[src/rtl/abm_multi_ctl_if.sv]
// AXI4-Lite slave bus bundle for abm_multi_ctl.
//   AW : address width (bits)
// Channels: AW/W/B write path and AR/R read path, 32-bit data.
// Modports: master drives requests, slave drives ready/response signals.
interface abm_multi_ctl_if #(
    parameter int AW = 8
);
    logic [AW-1:0] awaddr;
    logic [2:0]    awprot;
    logic          awvalid;
    logic          awready;
    logic [31:0]   wdata;
    logic [3:0]    wstrb;
    logic          wvalid;
    logic          wready;
    logic [1:0]    bresp;
    logic          bvalid;
    logic          bready;
    logic [AW-1:0] araddr;
    logic [2:0]    arprot;
    logic          arvalid;
    logic          arready;
    logic [31:0]   rdata;
    logic [1:0]    rresp;
    logic          rvalid;
    logic          rready;

    modport master (
        output awaddr, awprot, awvalid, wdata, wstrb, wvalid, bready,
        output araddr, arprot, arvalid, rready,
        input  awready, wready, bresp, bvalid, arready, rdata, rresp, rvalid
    );

    modport slave (
        input  awaddr, awprot, awvalid, wdata, wstrb, wvalid, bready,
        input  araddr, arprot, arvalid, rready,
        output awready, wready, bresp, bvalid, arready, rdata, rresp, rvalid
    );
endinterface

[src/rtl/abm_multi_ctl.sv]
// abm_multi_ctl: AXI4-Lite control/status block for up to 8 ABM loader channels.
// Optional feature macro: ABM_WATCHDOG_EN (per-channel watchdog counters).
// Ports:
//   clk, resetn        clock, asynchronous active-low reset
//   load[NCH]          one-cycle launch pulse per channel
//   idle[NCH]          1 = loader channel idle
//   pci_src_addr       channel i source address at [64i+63:64i]
//   select_hsi         1 = SMEM writes via HSI, 0 = via SPI
//   force_smem_update  level, rising edge forces full SMEM update
//   hs_clk_div_out     HS clock divider word; hs_clk_configure pulses after a write
//   hs_clk_div_in/vco_in readback from clock wizard
//   irq                level interrupt |(STATUS & IRQ_EN), registered
//   ch_state_dbg       per-channel FSM state, 2 bits per channel
//   s_axi              AXI4-Lite slave (PROT and WSTRB ignored)
module abm_multi_ctl #(
    parameter int          AW        = 8,
    parameter int          NCH       = 4,
    parameter logic [63:0] ADDR_RST  = 64'h1_0000_0000,
    parameter int          WD_CYCLES = 1000000
) (
    input  logic               clk,
    input  logic               resetn,
    output logic [NCH-1:0]     load,
    input  logic [NCH-1:0]     idle,
    output logic [64*NCH-1:0]  pci_src_addr,
    output logic               select_hsi,
    output logic               force_smem_update,
    output logic [31:0]        hs_clk_div_out,
    output logic               hs_clk_configure,
    input  logic [31:0]        hs_clk_div_in,
    input  logic [31:0]        hs_clk_vco_in,
    output logic               irq,
    output logic [2*NCH-1:0]   ch_state_dbg,
    abm_multi_ctl_if.slave     s_axi
);
    localparam int IW = AW - 2;
    localparam logic [1:0] RESP_OKAY   = 2'b00;
    localparam logic [1:0] RESP_DECERR = 2'b11;

    typedef enum logic [1:0] {ST_IDLE = 2'd0, ST_START = 2'd1, ST_RUN = 2'd2} ch_state_e;

    ch_state_e        st_q [NCH];
    ch_state_e        st_d [NCH];
    logic [NCH-1:0]   load_q, load_d;
    logic [NCH-1:0]   done_q, reject_q, timeout_q;
    logic [NCH-1:0]   done_set, reject_set, timeout_set, wd_hit;
    logic [NCH-1:0]   ie_done_q, ie_rej_q, ie_to_q;
    logic [63:0]      addr_q [NCH];
    logic             sel_q, force_q, cfg_q, irq_q;
    logic [31:0]      div_q;
    logic             awready_q, bvalid_q, arready_q, rvalid_q;
    logic [1:0]       bresp_q, rresp_q;
    logic [31:0]      rdata_q, rd_data;
    logic [IW-1:0]    wr_idx, rd_idx;
    logic             wr_en, rd_en, status_w1c;
    logic [NCH-1:0]   load_req, w1c_done, w1c_rej, w1c_to;
    logic [7:0]       busy8, done8, rej8, to8, ie_done8, ie_rej8, ie_to8;
    logic             unused_ok;

    // Handshake: a beat transfers on any edge where VALID and READY are both
    // high; VALID holds until then, READY pulses one cycle (registered), and
    // B/R responses hold VALID until the master's READY.
    assign wr_idx = s_axi.awaddr[AW-1:2];
    assign rd_idx = s_axi.araddr[AW-1:2];
    assign wr_en  = awready_q & s_axi.awvalid & s_axi.wvalid;
    assign rd_en  = arready_q & s_axi.arvalid;
    assign unused_ok = ^{s_axi.awprot, s_axi.arprot, s_axi.wstrb,
                         s_axi.awaddr[1:0], s_axi.araddr[1:0]};

    function automatic logic idx_mapped(input logic [IW-1:0] idx);
        int v;
        v = int'(idx);
        return (v <= 5) || ((v >= 8) && (v < 8 + 2 * NCH));
    endfunction

    assign load_req   = (wr_en && int'(wr_idx) == 0) ? s_axi.wdata[NCH-1:0] : '0;
    assign status_w1c = wr_en && int'(wr_idx) == 1;
    assign w1c_done   = status_w1c ? s_axi.wdata[0 +: NCH]  : '0;
    assign w1c_rej    = status_w1c ? s_axi.wdata[8 +: NCH]  : '0;
    assign w1c_to     = status_w1c ? s_axi.wdata[16 +: NCH] : '0;

`ifdef ABM_WATCHDOG_EN
    localparam int WDW = $clog2(WD_CYCLES + 1);
    logic [WDW-1:0] wd_cnt_q [NCH];

    // Counter restarts at launch; the WD_CYCLES-th cycle spent in
    // START/RUN is the one that trips.
    always_comb begin
        for (int i = 0; i < NCH; i++)
            wd_hit[i] = (st_q[i] != ST_IDLE) && (wd_cnt_q[i] == WDW'(WD_CYCLES - 1));
    end

    always_ff @(posedge clk or negedge resetn) begin
        if (!resetn) begin
            for (int i = 0; i < NCH; i++) wd_cnt_q[i] <= '0;
        end else begin
            for (int i = 0; i < NCH; i++) begin
                if (load_d[i])                wd_cnt_q[i] <= '0;
                else if (st_q[i] != ST_IDLE)  wd_cnt_q[i] <= wd_cnt_q[i] + 1'b1;
            end
        end
    end
`else
    assign wd_hit = '0;
`endif

    // Channel FSM: state register
    always_ff @(posedge clk or negedge resetn) begin
        if (!resetn) begin
            for (int i = 0; i < NCH; i++) st_q[i] <= ST_IDLE;
        end else begin
            for (int i = 0; i < NCH; i++) st_q[i] <= st_d[i];
        end
    end

    // Channel FSM: next state
    always_comb begin
        for (int i = 0; i < NCH; i++) begin
            st_d[i] = st_q[i];
            case (st_q[i])
                ST_IDLE:  if (load_req[i] && idle[i]) st_d[i] = ST_START;
                ST_START: if (wd_hit[i]) st_d[i] = ST_IDLE;
                          else if (!idle[i]) st_d[i] = ST_RUN;
                ST_RUN:   if (idle[i] || wd_hit[i]) st_d[i] = ST_IDLE;
                default:  st_d[i] = ST_IDLE;
            endcase
        end
    end

    // Channel FSM: outputs and status events (finishing beats a watchdog trip)
    always_comb begin
        for (int i = 0; i < NCH; i++) begin
            load_d[i]      = (st_q[i] == ST_IDLE) && load_req[i] && idle[i];
            reject_set[i]  = load_req[i] && !((st_q[i] == ST_IDLE) && idle[i]);
            done_set[i]    = (st_q[i] == ST_RUN) && idle[i];
            timeout_set[i] = wd_hit[i] && !done_set[i];
        end
    end

    always_comb begin
        busy8 = '0; done8 = '0; rej8 = '0; to8 = '0;
        ie_done8 = '0; ie_rej8 = '0; ie_to8 = '0;
        for (int i = 0; i < NCH; i++) begin
            busy8[i] = (st_q[i] != ST_IDLE) | ~idle[i];
            ch_state_dbg[2*i +: 2] = st_q[i];
            pci_src_addr[64*i +: 64] = addr_q[i];
        end
        done8[NCH-1:0]    = done_q;
        rej8[NCH-1:0]     = reject_q;
        to8[NCH-1:0]      = timeout_q;
        ie_done8[NCH-1:0] = ie_done_q;
        ie_rej8[NCH-1:0]  = ie_rej_q;
        ie_to8[NCH-1:0]   = ie_to_q;
    end

    always_comb begin
        rd_data = '0;
        case (int'(rd_idx))
            0:       rd_data = {24'd0, busy8};
            1:       rd_data = {8'd0, to8, rej8, done8};
            2:       rd_data = {8'd0, ie_to8, ie_rej8, ie_done8};
            3:       rd_data = {30'd0, force_q, sel_q};
            4:       rd_data = hs_clk_vco_in;
            5:       rd_data = hs_clk_div_in;
            default: rd_data = '0;
        endcase
        for (int i = 0; i < NCH; i++) begin
            if (int'(rd_idx) == 8 + 2 * i) rd_data = addr_q[i][63:32];
            if (int'(rd_idx) == 9 + 2 * i) rd_data = addr_q[i][31:0];
        end
    end

    always_ff @(posedge clk or negedge resetn) begin
        if (!resetn) begin
            load_q <= '0; done_q <= '0; reject_q <= '0; timeout_q <= '0;
            ie_done_q <= '0; ie_rej_q <= '0; ie_to_q <= '0;
            for (int i = 0; i < NCH; i++) addr_q[i] <= ADDR_RST;
            sel_q <= 1'b1; force_q <= 1'b0; cfg_q <= 1'b0; irq_q <= 1'b0;
            div_q <= '0;
            awready_q <= 1'b0; bvalid_q <= 1'b0; bresp_q <= RESP_OKAY;
            arready_q <= 1'b0; rvalid_q <= 1'b0; rresp_q <= RESP_OKAY;
            rdata_q <= '0;
        end else begin
            load_q    <= load_d;
            // set events override a same-cycle write-1-to-clear
            done_q    <= (done_q & ~w1c_done) | done_set;
            reject_q  <= (reject_q & ~w1c_rej) | reject_set;
            timeout_q <= (timeout_q & ~w1c_to) | timeout_set;
            irq_q     <= |({timeout_q, reject_q, done_q} & {ie_to_q, ie_rej_q, ie_done_q});
            cfg_q     <= wr_en && int'(wr_idx) == 5;

            if (wr_en) begin
                case (int'(wr_idx))
                    2: begin
                        ie_done_q <= s_axi.wdata[0 +: NCH];
                        ie_rej_q  <= s_axi.wdata[8 +: NCH];
                        ie_to_q   <= s_axi.wdata[16 +: NCH];
                    end
                    3: begin
                        sel_q   <= s_axi.wdata[0];
                        force_q <= s_axi.wdata[1];
                    end
                    5:       div_q <= s_axi.wdata;
                    default: ;
                endcase
                for (int i = 0; i < NCH; i++) begin
                    if (int'(wr_idx) == 8 + 2 * i) addr_q[i][63:32] <= s_axi.wdata;
                    if (int'(wr_idx) == 9 + 2 * i) addr_q[i][31:0]  <= s_axi.wdata;
                end
            end

            awready_q <= !awready_q && s_axi.awvalid && s_axi.wvalid && !bvalid_q;
            if (wr_en) begin
                bvalid_q <= 1'b1;
                bresp_q  <= idx_mapped(wr_idx) ? RESP_OKAY : RESP_DECERR;
            end else if (s_axi.bready) begin
                bvalid_q <= 1'b0;
            end

            arready_q <= !arready_q && s_axi.arvalid && !rvalid_q;
            if (rd_en) begin
                rvalid_q <= 1'b1;
                rdata_q  <= rd_data;
                rresp_q  <= idx_mapped(rd_idx) ? RESP_OKAY : RESP_DECERR;
            end else if (s_axi.rready) begin
                rvalid_q <= 1'b0;
            end
        end
    end

    assign load              = load_q;
    assign select_hsi        = sel_q;
    assign force_smem_update = force_q;
    assign hs_clk_div_out    = div_q;
    assign hs_clk_configure  = cfg_q;
    assign irq               = irq_q;
    assign s_axi.awready     = awready_q;
    assign s_axi.wready      = awready_q;
    assign s_axi.bvalid      = bvalid_q;
    assign s_axi.bresp       = bresp_q;
    assign s_axi.arready     = arready_q;
    assign s_axi.rvalid      = rvalid_q;
    assign s_axi.rresp       = rresp_q;
    assign s_axi.rdata       = rdata_q;
endmodule

[src/flat_wrapper.sv]
// flat-port wrapper written by rule: the top's interface ports become plain ports
module abm_multi_ctl_flat 
#(
    parameter int          AW        = 8,
    parameter int          NCH       = 4,
    parameter logic [63:0] ADDR_RST  = 64'h1_0000_0000,
    parameter int          WD_CYCLES = 1000000
)
  (clk, resetn, load, idle, pci_src_addr, select_hsi, force_smem_update, hs_clk_div_out, hs_clk_configure, hs_clk_div_in, hs_clk_vco_in, irq, ch_state_dbg, s_axi_awaddr, s_axi_awprot, s_axi_awvalid, s_axi_wdata, s_axi_wstrb, s_axi_wvalid, s_axi_bready, s_axi_araddr, s_axi_arprot, s_axi_arvalid, s_axi_rready, s_axi_awready, s_axi_wready, s_axi_bresp, s_axi_bvalid, s_axi_arready, s_axi_rdata, s_axi_rresp, s_axi_rvalid);
  abm_multi_ctl_if #(.AW(AW)) s_axi_i ();
  input  logic clk;
  input  logic resetn;
  output logic [NCH-1:0] load;
  input  logic [NCH-1:0] idle;
  output logic [64*NCH-1:0] pci_src_addr;
  output logic select_hsi;
  output logic force_smem_update;
  output logic [31:0] hs_clk_div_out;
  output logic hs_clk_configure;
  input  logic [31:0] hs_clk_div_in;
  input  logic [31:0] hs_clk_vco_in;
  output logic irq;
  output logic [2*NCH-1:0] ch_state_dbg;
  input wire logic [$bits(s_axi_i.awaddr)-1:0] s_axi_awaddr;
  input wire logic [$bits(s_axi_i.awprot)-1:0] s_axi_awprot;
  input wire logic [$bits(s_axi_i.awvalid)-1:0] s_axi_awvalid;
  input wire logic [$bits(s_axi_i.wdata)-1:0] s_axi_wdata;
  input wire logic [$bits(s_axi_i.wstrb)-1:0] s_axi_wstrb;
  input wire logic [$bits(s_axi_i.wvalid)-1:0] s_axi_wvalid;
  input wire logic [$bits(s_axi_i.bready)-1:0] s_axi_bready;
  input wire logic [$bits(s_axi_i.araddr)-1:0] s_axi_araddr;
  input wire logic [$bits(s_axi_i.arprot)-1:0] s_axi_arprot;
  input wire logic [$bits(s_axi_i.arvalid)-1:0] s_axi_arvalid;
  input wire logic [$bits(s_axi_i.rready)-1:0] s_axi_rready;
  output wire logic [$bits(s_axi_i.awready)-1:0] s_axi_awready;
  output wire logic [$bits(s_axi_i.wready)-1:0] s_axi_wready;
  output wire logic [$bits(s_axi_i.bresp)-1:0] s_axi_bresp;
  output wire logic [$bits(s_axi_i.bvalid)-1:0] s_axi_bvalid;
  output wire logic [$bits(s_axi_i.arready)-1:0] s_axi_arready;
  output wire logic [$bits(s_axi_i.rdata)-1:0] s_axi_rdata;
  output wire logic [$bits(s_axi_i.rresp)-1:0] s_axi_rresp;
  output wire logic [$bits(s_axi_i.rvalid)-1:0] s_axi_rvalid;
  assign s_axi_i.awaddr = s_axi_awaddr;
  assign s_axi_i.awprot = s_axi_awprot;
  assign s_axi_i.awvalid = s_axi_awvalid;
  assign s_axi_i.wdata = s_axi_wdata;
  assign s_axi_i.wstrb = s_axi_wstrb;
  assign s_axi_i.wvalid = s_axi_wvalid;
  assign s_axi_i.bready = s_axi_bready;
  assign s_axi_i.araddr = s_axi_araddr;
  assign s_axi_i.arprot = s_axi_arprot;
  assign s_axi_i.arvalid = s_axi_arvalid;
  assign s_axi_i.rready = s_axi_rready;
  assign s_axi_awready = s_axi_i.awready;
  assign s_axi_wready = s_axi_i.wready;
  assign s_axi_bresp = s_axi_i.bresp;
  assign s_axi_bvalid = s_axi_i.bvalid;
  assign s_axi_arready = s_axi_i.arready;
  assign s_axi_rdata = s_axi_i.rdata;
  assign s_axi_rresp = s_axi_i.rresp;
  assign s_axi_rvalid = s_axi_i.rvalid;
  abm_multi_ctl #(.AW(AW), .NCH(NCH), .ADDR_RST(ADDR_RST), .WD_CYCLES(WD_CYCLES)) u_core (.clk(clk), .resetn(resetn), .load(load), .idle(idle), .pci_src_addr(pci_src_addr), .select_hsi(select_hsi), .force_smem_update(force_smem_update), .hs_clk_div_out(hs_clk_div_out), .hs_clk_configure(hs_clk_configure), .hs_clk_div_in(hs_clk_div_in), .hs_clk_vco_in(hs_clk_vco_in), .irq(irq), .ch_state_dbg(ch_state_dbg), .s_axi(s_axi_i));
endmodule
[config.mk]
export PLATFORM = sky130hd
export DESIGN_NAME = abm_multi_ctl_flat
export DESIGN_NICKNAME = d
export VERILOG_FILES = /design/src/rtl/abm_multi_ctl_if.sv /design/src/rtl/abm_multi_ctl.sv /design/src/flat_wrapper.sv
export SDC_FILE = /design/constraint.sdc
export NUM_CORES = 1
export LEC_CHECK = 0
export CORE_ASPECT_RATIO = 1.2
export CORE_UTILIZATION = 30
export DETAILED_ROUTE_END_ITERATION = 10
export HOLD_SLACK_MARGIN = 0.05
export PLACE_DENSITY_LB_ADDON = 0.08
export REMOVE_ABC_BUFFERS = 1
export SYNTH_ARGS = -nofsm -noshare
export SYNTH_HDL_FRONTEND = slang
export SYNTH_SLANG_ARGS = --single-unit
[constraint.sdc]
create_clock -name clk -period 4.1 [get_ports clk]
set_input_delay 0.41 -clock clk [delete_from_list [all_inputs] [get_ports clk]]
set_output_delay 0.41 -clock clk [all_outputs]
set_load 0.02 [all_outputs]
* Word level (Yosys, flattened, before mapping)
Cells that the tools add are included.
Cells by class: muxes and demuxes 35, equality and inequality tests 46, reduce and logical (&&, ||, !) cells 72, magnitude comparators 6, bitwise gates (word level) 20
Operators with widths (number):
- $mux 32 | 8
- $pmux 32 s6 | 1
- $eq 6x5->1 const B | 16
- $logic_and 1x1->1 | 34
- $eq 6x2->1 const B | 5
- $mux 2 | 14
- $pmux 2 s3 | 4
- $reduce_and 2->1 | 11
- $eq 6x3->1 const B | 3
- $mux 4 | 4
- $ne 2x2->1 const B | 8
- $and 12x12->12 | 1
- $and 4x4->4 | 3
- $ge 6x4->1 const B | 2
- $le 6x3->1 const B | 2
- $logic_not 6->1 | 2
- $lt 6x5->1 const B | 2
- $not 4->4 | 3
- $reduce_and 3->1 | 4
- $reduce_bool 2->1 | 6
- $reduce_or 12->1 | 1
- $eq 2x1->1 const B | 4
- $eq 2x2->1 const B | 4
- $logic_not 1->1 | 8
- 10 further kinds | 29
Word-level totals: word-level logic and storage cells 210, register bits after elaboration 368

* Longest topological paths before layout
Gate-level depths: netlist of run 1.
depth after elaboration 11, mapped depth 8, depth with buffers taken out 5

* Least setup slack after synthesis of run 1
OpenSTA, ideal clock, no wires.
path kind register to register, start point register u_core.awready_q (netlist: u_core.s_axi.awready), end point register u_core.addr_q (netlist bit u_core.pci_src_addr[36]), required time 3.972 ns, setup slack 2.093 ns, clock period less this slack 2.007 ns, arrival time 1.880 ns, cell stages (with the launch flop) 8, cells stage by stage dfrtp_1 nand3_1 nor3_2 nand3b_1 or3_1 clkbuf_1 buf_2 mux2_1
On the way: word-level cells in the longest chain between the ends 3
Ends and longest elaborated chain:
- start: declaration | line abm_multi_ctl.sv:51 | logic awready_q, bvalid_q, arready_q, rvalid_q;
- start signal: assignment | line abm_multi_ctl.sv:212 | awready_q <= !awready_q && s_axi.awvalid && s_axi.wvalid && !bvalid_q;
- $and 1x1->1 (2 in series) | line abm_multi_ctl.sv:65 | assign wr_en = awready_q & s_axi.awvalid & s_axi.wvalid;
- $reduce_and 2->1 (no source line)
- end: declaration | line abm_multi_ctl.sv:48 | logic [63:0] addr_q [NCH];
Every way passes these cells. A chain may end at the register's enable or synchronous reset.

* Worst setup path in the final report of run 1
start point register u_core.awready_q (netlist: u_core.s_axi.awready), end point register u_core.addr_q (netlist bit u_core.pci_src_addr[38])
Same word-level chain as after synthesis.

==> out/metrics.yaml, run 1 <==
yosys:
  synth.yosys.seq_area_share_pct: 54.1
  area_share_of_the_leading_cell_type_in_the_synthesized_netlist_pct: 53.3
  synthesis.instances: 1371
  yosys.area.top_type: "sky130_fd_sc_hd__dfrtp_1"
  synthArstFlopShare_pct: 100
  yosys_register_bits: 366
  synth_ff_type: "sky130_fd_sc_hd__dfrtp_1"
  synth_area_per_cell_um2: 12.4
  synth.top_cells.by_area: "sky130_fd_sc_hd__dfrtp_1, sky130_fd_sc_hd__mux2_2, sky130_fd_sc_hd__nor2_1"
  netlist-cell-type-count: 68
  yosys_warnings: 0
  post_synth_instance_area_um2: 16900
  synth_enable_flop_cells: 0
placed_design:
  numPortBuffers: 463
  place_congestion: 0.791
  dpl.hpwl_mm: 48.3
  dp_cells: 2492
  placed_cell_area_um2: 22500
  pre_cts_ws_ns: 0.830
layout:
  nets: 1945
  layout.cell_area.non_filler_um2: 23900
  insertedDiodeCount: 0
  area_growth_pct: 41.0
  final_cell_count_no_fill: 2570
  multi_input_comb_area_um2: 7310
  post_route_cells_drive_above_1_share_pct: 24.7
  filler_cell_count: 5388
  final-seq-area_um2: 9170
setup_path:
  slowest_delay_ns: 0.80
  worst-setup-path-type: "flip-flop to flip-flop"
  end_kind: "flip-flop"
  cp-start-kind: "flip-flop"
  timing.reg2reg.worst_path_depth: 6
  cp_cell_instances: "nand3_1 -> nor3_2 -> nand3b_1 -> or3_2 -> buf_4 -> mux2_1"
  timing.critical_path.buf_inv: 1
  crit_family: "simple AND/OR/NAND/NOR gates"
  cp_depth: 6
  data_arrival_at_the_endpoint_of_the_critical_path_ns: 3.21
  worstPathMaxFanout: 19
  critical_path.slowest_cell: "sky130_fd_sc_hd__or3_2"
  required_ns: 4.54
timing:
  timing.setup.tns_ns: 0
  unrepaired_setup_endpoints_after_global_routing: "no"
  clock_skew_ns: 0.0227
  max_slew.worst_pin.slew_ns: 1.16
  setup_violations: 0
  max_freq_mhz: 362
  min_period_over_period_pct: 67.4
  timing_max_transition_violations_final: 0
  finalWorstSetupSlack_ns: 1.33
  maxSlewHeadroom_pct: 22.8
  post-route-min-period_ns: 2.77
  hold_violations: 0
  worst_hold_slack_ns: 0.392
clock_tree:
  clk_root_buffer_cell: "sky130_fd_sc_hd__clkbuf_16"
  clock_tree.buffer_depth: 3
  cts_hold_repair.buffers: 1
  tritoncts: "built"
  cts.clk_slew.worst_paths_ns: 0.06
  cts.htree.levels: 2
  clock_sink_count: 366
  post_cts_resize_count: 0
  cts_post_setup_buffers_inserted: 0
  num_cts_buffers: 44
  clk-insertion-delay-late_ns: 0.58
global_route:
  grt_util_all_layers_pct: 24.8
  total_grt_overflow: 0
  antenna_found_initial: 4
  first_pass_grt_wire_length_mm: 103
  maximum_number_of_pins_on_one_net_before_global_route_repair: 97
  vias_in_the_first_global_route: 14100
run_status:
  outcome: "complete, no violations"
floorplan:
  height_of_the_chip_um: 262
  floorplan.io_pins: 478
  core_region_area_um2: 55900
  floorplan.initialDensity_pct: 30.3
  floorplan.die_area_um2: 57400
  floorplan.die.width_um: 219
  row_count: 95
routing:
  route.antenna.remaining_nets: 0
  route.detailed.vias_per_inst: 5.24
  totalWireLength_mm: 71.8
  drt_iter0_drc: 804
  drt_pre_antenna_iters: 5
  dr_total_vias: 13500
  drc: 0
  avgRoutedWirePerCell_um: 27.9
power_and_ir_drop:
  share_comb_of_total_power_pct: 14.0
  peak_vdd_ir_mv: 0.243
  sw_frac_of_total_pct: 26.9
  power_frac_seq_pct: 42.9
  total_switching_power_mw: 2.43
  p_clk_share_pct: 43.1
  power-per-cell-area_nw_per_um2: 379
  static-leakage-power_nw: 10.5
  power_report.internal_total_mw: 6.62
worst_hold_path:
  holdCritPathClass: "input port to flip-flop"
  worst_hold_path.num_cells: 2
flow_run:
  cap_viol_max_count: 0
-- per-layer routing --
metal	track usage [%]	part of all wire, %	up-vias
met4	7.00	2.6	8
met2	42.0	49	383
met3	5.38	5.8	97
met1	31.6	42	7015
li1	-	-	5956
met5	0	0.081	-
-- kinds of logic after synthesis --
group	Yosys count	synth area share [%]
xor+xnor	4	0.207
compound gates	264	10.7
buf+inv	120	3.25
flops	366	54.1
mux	351	23.9
simple gates	266	7.82
-- metrics by stage --
stage | utilization [%] | power [mW]
finish | 42.7 | 9.06
detailed placement | 40.2 | 5.23
CTS | 42.7 | 9.18
global placement | 40.2 | 5.22
floorplan | - | 4.41
global route | 42.7 | 9.40
-- power groups by stage --
stage,logic [mW],registers [mW],clock network [mW]
global placement,1.28,3.95,0
finish,1.27,3.89,3.90
floorplan,0.289,4.12,0
detailed placement,1.28,3.95,0
CTS,1.29,3.89,4.01
global route,1.35,3.90,4.15
-- layout make-up --
cell class                 count  area share, %
sequential                   366           38.4
multi-input combinational    885           30.6
clock inverter                11          0.440
timing repair buffer         506           21.2
clock buffer                  66           5.42
tap                          727           3.81
inverter                       9          0.142
-- cell usage after synthesis (4+ instances only) --
| cell type | count |
|---|---|
| sky130_fd_sc_hd__mux4_2 | 12 |
| sky130_fd_sc_hd__o22ai_1 | 25 |
| sky130_fd_sc_hd__a221oi_1 | 28 |
| sky130_fd_sc_hd__clkbuf_1 | 58 |
| sky130_fd_sc_hd__nand3_1 | 38 |
| sky130_fd_sc_hd__inv_1 | 8 |
| sky130_fd_sc_hd__mux2i_1 | 31 |
| sky130_fd_sc_hd__nor2_1 | 94 |
| sky130_fd_sc_hd__dfrtp_1 | 361 |
| sky130_fd_sc_hd__a31oi_1 | 11 |
| sky130_fd_sc_hd__o221ai_1 | 8 |
| sky130_fd_sc_hd__mux2_2 | 301 |
| sky130_fd_sc_hd__a21oi_1 | 46 |
| sky130_fd_sc_hd__buf_1 | 6 |
| sky130_fd_sc_hd__nand2b_1 | 11 |
| sky130_fd_sc_hd__and3_1 | 7 |
| sky130_fd_sc_hd__a31o_1 | 4 |
| sky130_fd_sc_hd__and2_1 | 4 |
| sky130_fd_sc_hd__o22a_1 | 5 |
| sky130_fd_sc_hd__nor3b_1 | 5 |
| sky130_fd_sc_hd__nor3_1 | 24 |
| sky130_fd_sc_hd__a221o_1 | 12 |
| sky130_fd_sc_hd__dfstp_2 | 5 |
| sky130_fd_sc_hd__a22oi_1 | 18 |
| sky130_fd_sc_hd__o2bb2ai_1 | 7 |
| sky130_fd_sc_hd__o21ai_0 | 53 |
| sky130_fd_sc_hd__a21boi_0 | 8 |
| sky130_fd_sc_hd__buf_2 | 38 |
| sky130_fd_sc_hd__nor2b_1 | 6 |
| sky130_fd_sc_hd__a21o_1 | 6 |
| sky130_fd_sc_hd__xnor2_1 | 4 |
| sky130_fd_sc_hd__o31a_1 | 5 |
| sky130_fd_sc_hd__a32o_1 | 5 |
| sky130_fd_sc_hd__o21ai_1 | 6 |
| sky130_fd_sc_hd__buf_4 | 5 |
| sky130_fd_sc_hd__nand2_1 | 49 |
| sky130_fd_sc_hd__nand3b_1 | 5 |
| sky130_fd_sc_hd__mux2_1 | 7 |
-- placed cells by master (no fill, tap or decap), drive strengths merged, types with 26 or more instances in the layout --
cell and n:
a21oi 47, nand3 38, nor3 26, dfrtp 361, o21ai 59, mux2 308
buf 45, clkbuf 66, mux2i 31, clkdlybuf4s50 460, a221oi 28, nor2 97
nand2 49
-- sequential cells by signal (all words and copies together), names as in the netlist, 8 cells and up --
signal                 cells
u_core.pci_src_addr      256
u_core.hs_clk_div_out     32
u_core.s_axi.rdata        32
u_core.ch_state_dbg        8
-- path summary, 6_finish.rpt --
kind,slack [ns],startpoint,to
hold reg to reg,0.46,u_core.s_axi.rvalid$_DFFE_PN0P_,u_core.s_axi.arready$_DFF_PN0_
max in group asynchronous,2.51,resetn,u_core.hs_clk_div_out[23]$_DFFE_PN0P_
setup / recovery,1.33,u_core.s_axi.awready$_DFF_PN0_,u_core.pci_src_addr[38]$_DFFE_PN0P_
hold / removal,0.39,s_axi_bready,u_core.s_axi.bvalid$_DFFE_PN0P_
min in group asynchronous,0.45,resetn,u_core.hs_clk_div_out[0]$_DFFE_PN0P_
setup reg to reg,1.33,u_core.s_axi.awready$_DFF_PN0_,u_core.pci_src_addr[38]$_DFFE_PN0P_
Note: power is estimated with default switching activity, not from simulation.
==> run 2, diff against run 1 <==
clock period = 2.7 ns   (was 4.1 ns; I/O delays follow)
==> run 2 against run 1 <==
Net effect:
- non-clock buffer count is 41 higher
- final cell count is 1.7% higher
- die area stayed put
- sequential cell count stayed put
- sequential share of layout area is 0.78 points lower
- maximum frequency is 28% higher
- register-to-register slack worse by 0.79 ns
==> out/metrics.yaml, run 2 (same netlist as run 1, synthesis figures left out) <==
run_status:
  outcome: "complete, no violations"
routing:
  drt_pre_antenna_iters: 7  # +2
  route.antenna.remaining_nets: 0  # unchanged
  dr_total_vias: 13700  # +1.6%
  drc: 0  # unchanged
  drt_iter0_drc: 964  # +20%
  route.detailed.vias_per_inst: 5.23  # about the same
  avgRoutedWirePerCell_um: 27.6  # -1.2%
  totalWireLength_mm: 72.0  # +0.41%
layout:
  post_route_cells_drive_above_1_share_pct: 25.9  # +1.2 points
  filler_cell_count: 5419  # +0.58%
  largest_register_ffs: 256  # unchanged
  multi_input_comb_area_um2: 7310  # unchanged
  area_growth_pct: 43.9
  nets: 1985  # +2.1%
  final-seq-area_um2: 9170  # unchanged
  final_cell_count_no_fill: 2613  # +1.7%
  final_core_util_pct: 43.6  # +0.89 points
  most-common-layout-cells: "sky130_fd_sc_hd__clkdlybuf4s50_1, sky130_fd_sc_hd__dfrtp_1, sky130_fd_sc_hd__mux2_2"
  most_common_cell_after_layout_fill_and_taps_aside: "sky130_fd_sc_hd__clkdlybuf4s50_1"
floorplan:
  floorplan.initialDensity_pct: 30.3  # unchanged
  row_count: 95  # unchanged
  core_region_area_um2: 55900  # unchanged
  floorplan.die_area_um2: 57400  # unchanged
  floorplan.die.width_um: 219  # unchanged
  floorplan.io_pins: 478  # unchanged
  height_of_the_chip_um: 262  # unchanged
global_route:
  vias_in_the_first_global_route: 14400  # +1.9%
  maximum_number_of_pins_on_one_net_before_global_route_repair: 71  # -27%
  antenna_found_initial: 7  # +3
  grt_util_all_layers_pct: 25.1  # +0.29 points
  total_grt_overflow: 0  # unchanged
  first_pass_grt_wire_length_mm: 104  # +1.3%
clock_tree:
  cts.clk_slew.worst_paths_ns: 0.06  # about the same
  num_cts_buffers: 43  # -2.3%
  clock_sink_count: 366  # unchanged
  clock_tree.buffer_depth: 3  # unchanged
  cts.htree.levels: 2  # unchanged
  tritoncts: "built"
  clk_root_buffer_cell: "sky130_fd_sc_hd__clkbuf_16"
  clk-insertion-delay-late_ns: 0.57  # about the same
  cts_post_setup_buffers_inserted: 0  # unchanged
setup_path:
  end_kind: "flip-flop"
  startpoint: "u_core.s_axi.awready$_DFF_PN0_"
  r2r-start: "u_core.s_axi.awready$_DFF_PN0_"
  worstPathMaxFanout: 15  # -4
  cp-start-kind: "flip-flop"
  required_ns: 3.14  # -1.40 ns
  worst-setup-path-type: "flip-flop to flip-flop"
  data_arrival_at_the_endpoint_of_the_critical_path_ns: 2.59  # -0.62 ns
  setup_slack_reg_to_reg_ns: 0.55  # -0.79 ns
flow_run:
  cap_viol_max_count: 0  # unchanged
timing:
  max_slew.worst_pin.slew_ns: 0.702  # -0.453 ns
  finalWorstSetupSlack_ns: 0.547  # -0.787 ns
  maxSlewHeadroom_pct: 53.0  # +30 points
  post-route-min-period_ns: 2.15  # -0.613 ns
  min_period_over_period_pct: 79.7  # +12 points
  unrepaired_setup_endpoints_after_global_routing: "no"
  max_freq_mhz: 465  # +28%
  timing_max_transition_violations_final: 0  # unchanged
  hold_violations: 0  # unchanged
  clock_skew_ns: 0.0170  # -0.00572 ns
  setup_violations: 0  # unchanged
  timing.setup.tns_ns: 0  # unchanged
placed_design:
  place_congestion: 0.800  # +1.2%
  dp_cells: 2533  # +1.6%
  pre_cts_ws_ns: 0.103  # -0.726 ns
  numPortBuffers: 463  # unchanged
  dpl.hpwl_mm: 50.4  # +4.4%
worst_hold_path:
  holdCritPathClass: "input port to flip-flop"
  min-delay-start: "s_axi_awvalid"
power_and_ir_drop:
  static-leakage-power_nw: 10.8  # +2.1%
  power-per-cell-area_nw_per_um2: 557  # +47%
  peak_vdd_ir_mv: 0.375  # +55%
  finalPower_mw: 13.6  # +50%
## run 2: layout make-up
| cell class | count | area share, % |
|---|---|---|
| Clock inverter | 4 | 0.185 |
| Sequential cell | 366 | 37.6 |
| Multi-Input combinational cell | 885 | 30.0 |
| Tap cell | 727 | 3.73 |
| Antenna cell | 3 | 0.0308 |
| Clock buffer | 72 | 5.32 |
| Inverter | 9 | 0.139 |
| Timing Repair Buffer | 547 | 23.0 |
## run 2: power breakdown
part           internal (mW)  switching, mW
Combinational          0.882           1.09
Clock                   3.35           2.36
Sequential              5.73          0.177
Total                   9.96           3.63
## run 2: critical path, cell delays in order, from the launching register on
cell	delay, ns
sky130_fd_sc_hd__dfrtp_1	0.42
sky130_fd_sc_hd__nand3_1	0.13
sky130_fd_sc_hd__nor3_2	0.23
sky130_fd_sc_hd__nand3_1	0.18
sky130_fd_sc_hd__buf_4	0.21
sky130_fd_sc_hd__nor3_4	0.24
sky130_fd_sc_hd__buf_12	0.24
sky130_fd_sc_hd__mux2_1	0.35
## run 2: layer usage
layer | wire length (µm) | GRT usage (%) | vias to the layer above
li1 | - | - | 6023
met1 | 29300 | 31.2 | 7109
met2 | 36500 | 43.4 | 438
met3 | 4450 | 5.67 | 96
met4 | 1720 | 6.85 | 8
met5 | 52 | 0 | -
## run 2: final timing paths
check / to / cells past startpoint
min reg2reg: u_core.s_axi.arready$_DFF_PN0_ / 1
max reg2reg: u_core.pci_src_addr[167]$_DFFE_PN0P_ / 7
max: u_core.pci_src_addr[167]$_DFFE_PN0P_ / 7
min in group asynchronous: u_core.pci_src_addr[9]$_DFFE_PN0P_ / 2
min: u_core.s_axi.awready$_DFF_PN0_ / 3
max in group asynchronous: u_core.pci_src_addr[57]$_DFFE_PN0P_ / 3
## run 2: timing repair
| item | CTS | global route |
|---|---|---|
| hold endpoints to repair | 59 | 0 |
| hold buffers | 1 | 0 |
| resized for setup | 0 | 0 |
## run 2: per-stage QoR
stage / hold slack [ns] / instance area [µm²]
global route: 0.291 / 24400
global placement: 0.318 / 23000
detailed placement: 0.318 / 23000
CTS: 0.253 / 24400
floorplan: -0.0256 / 16400
finish: 0.278 / 24400
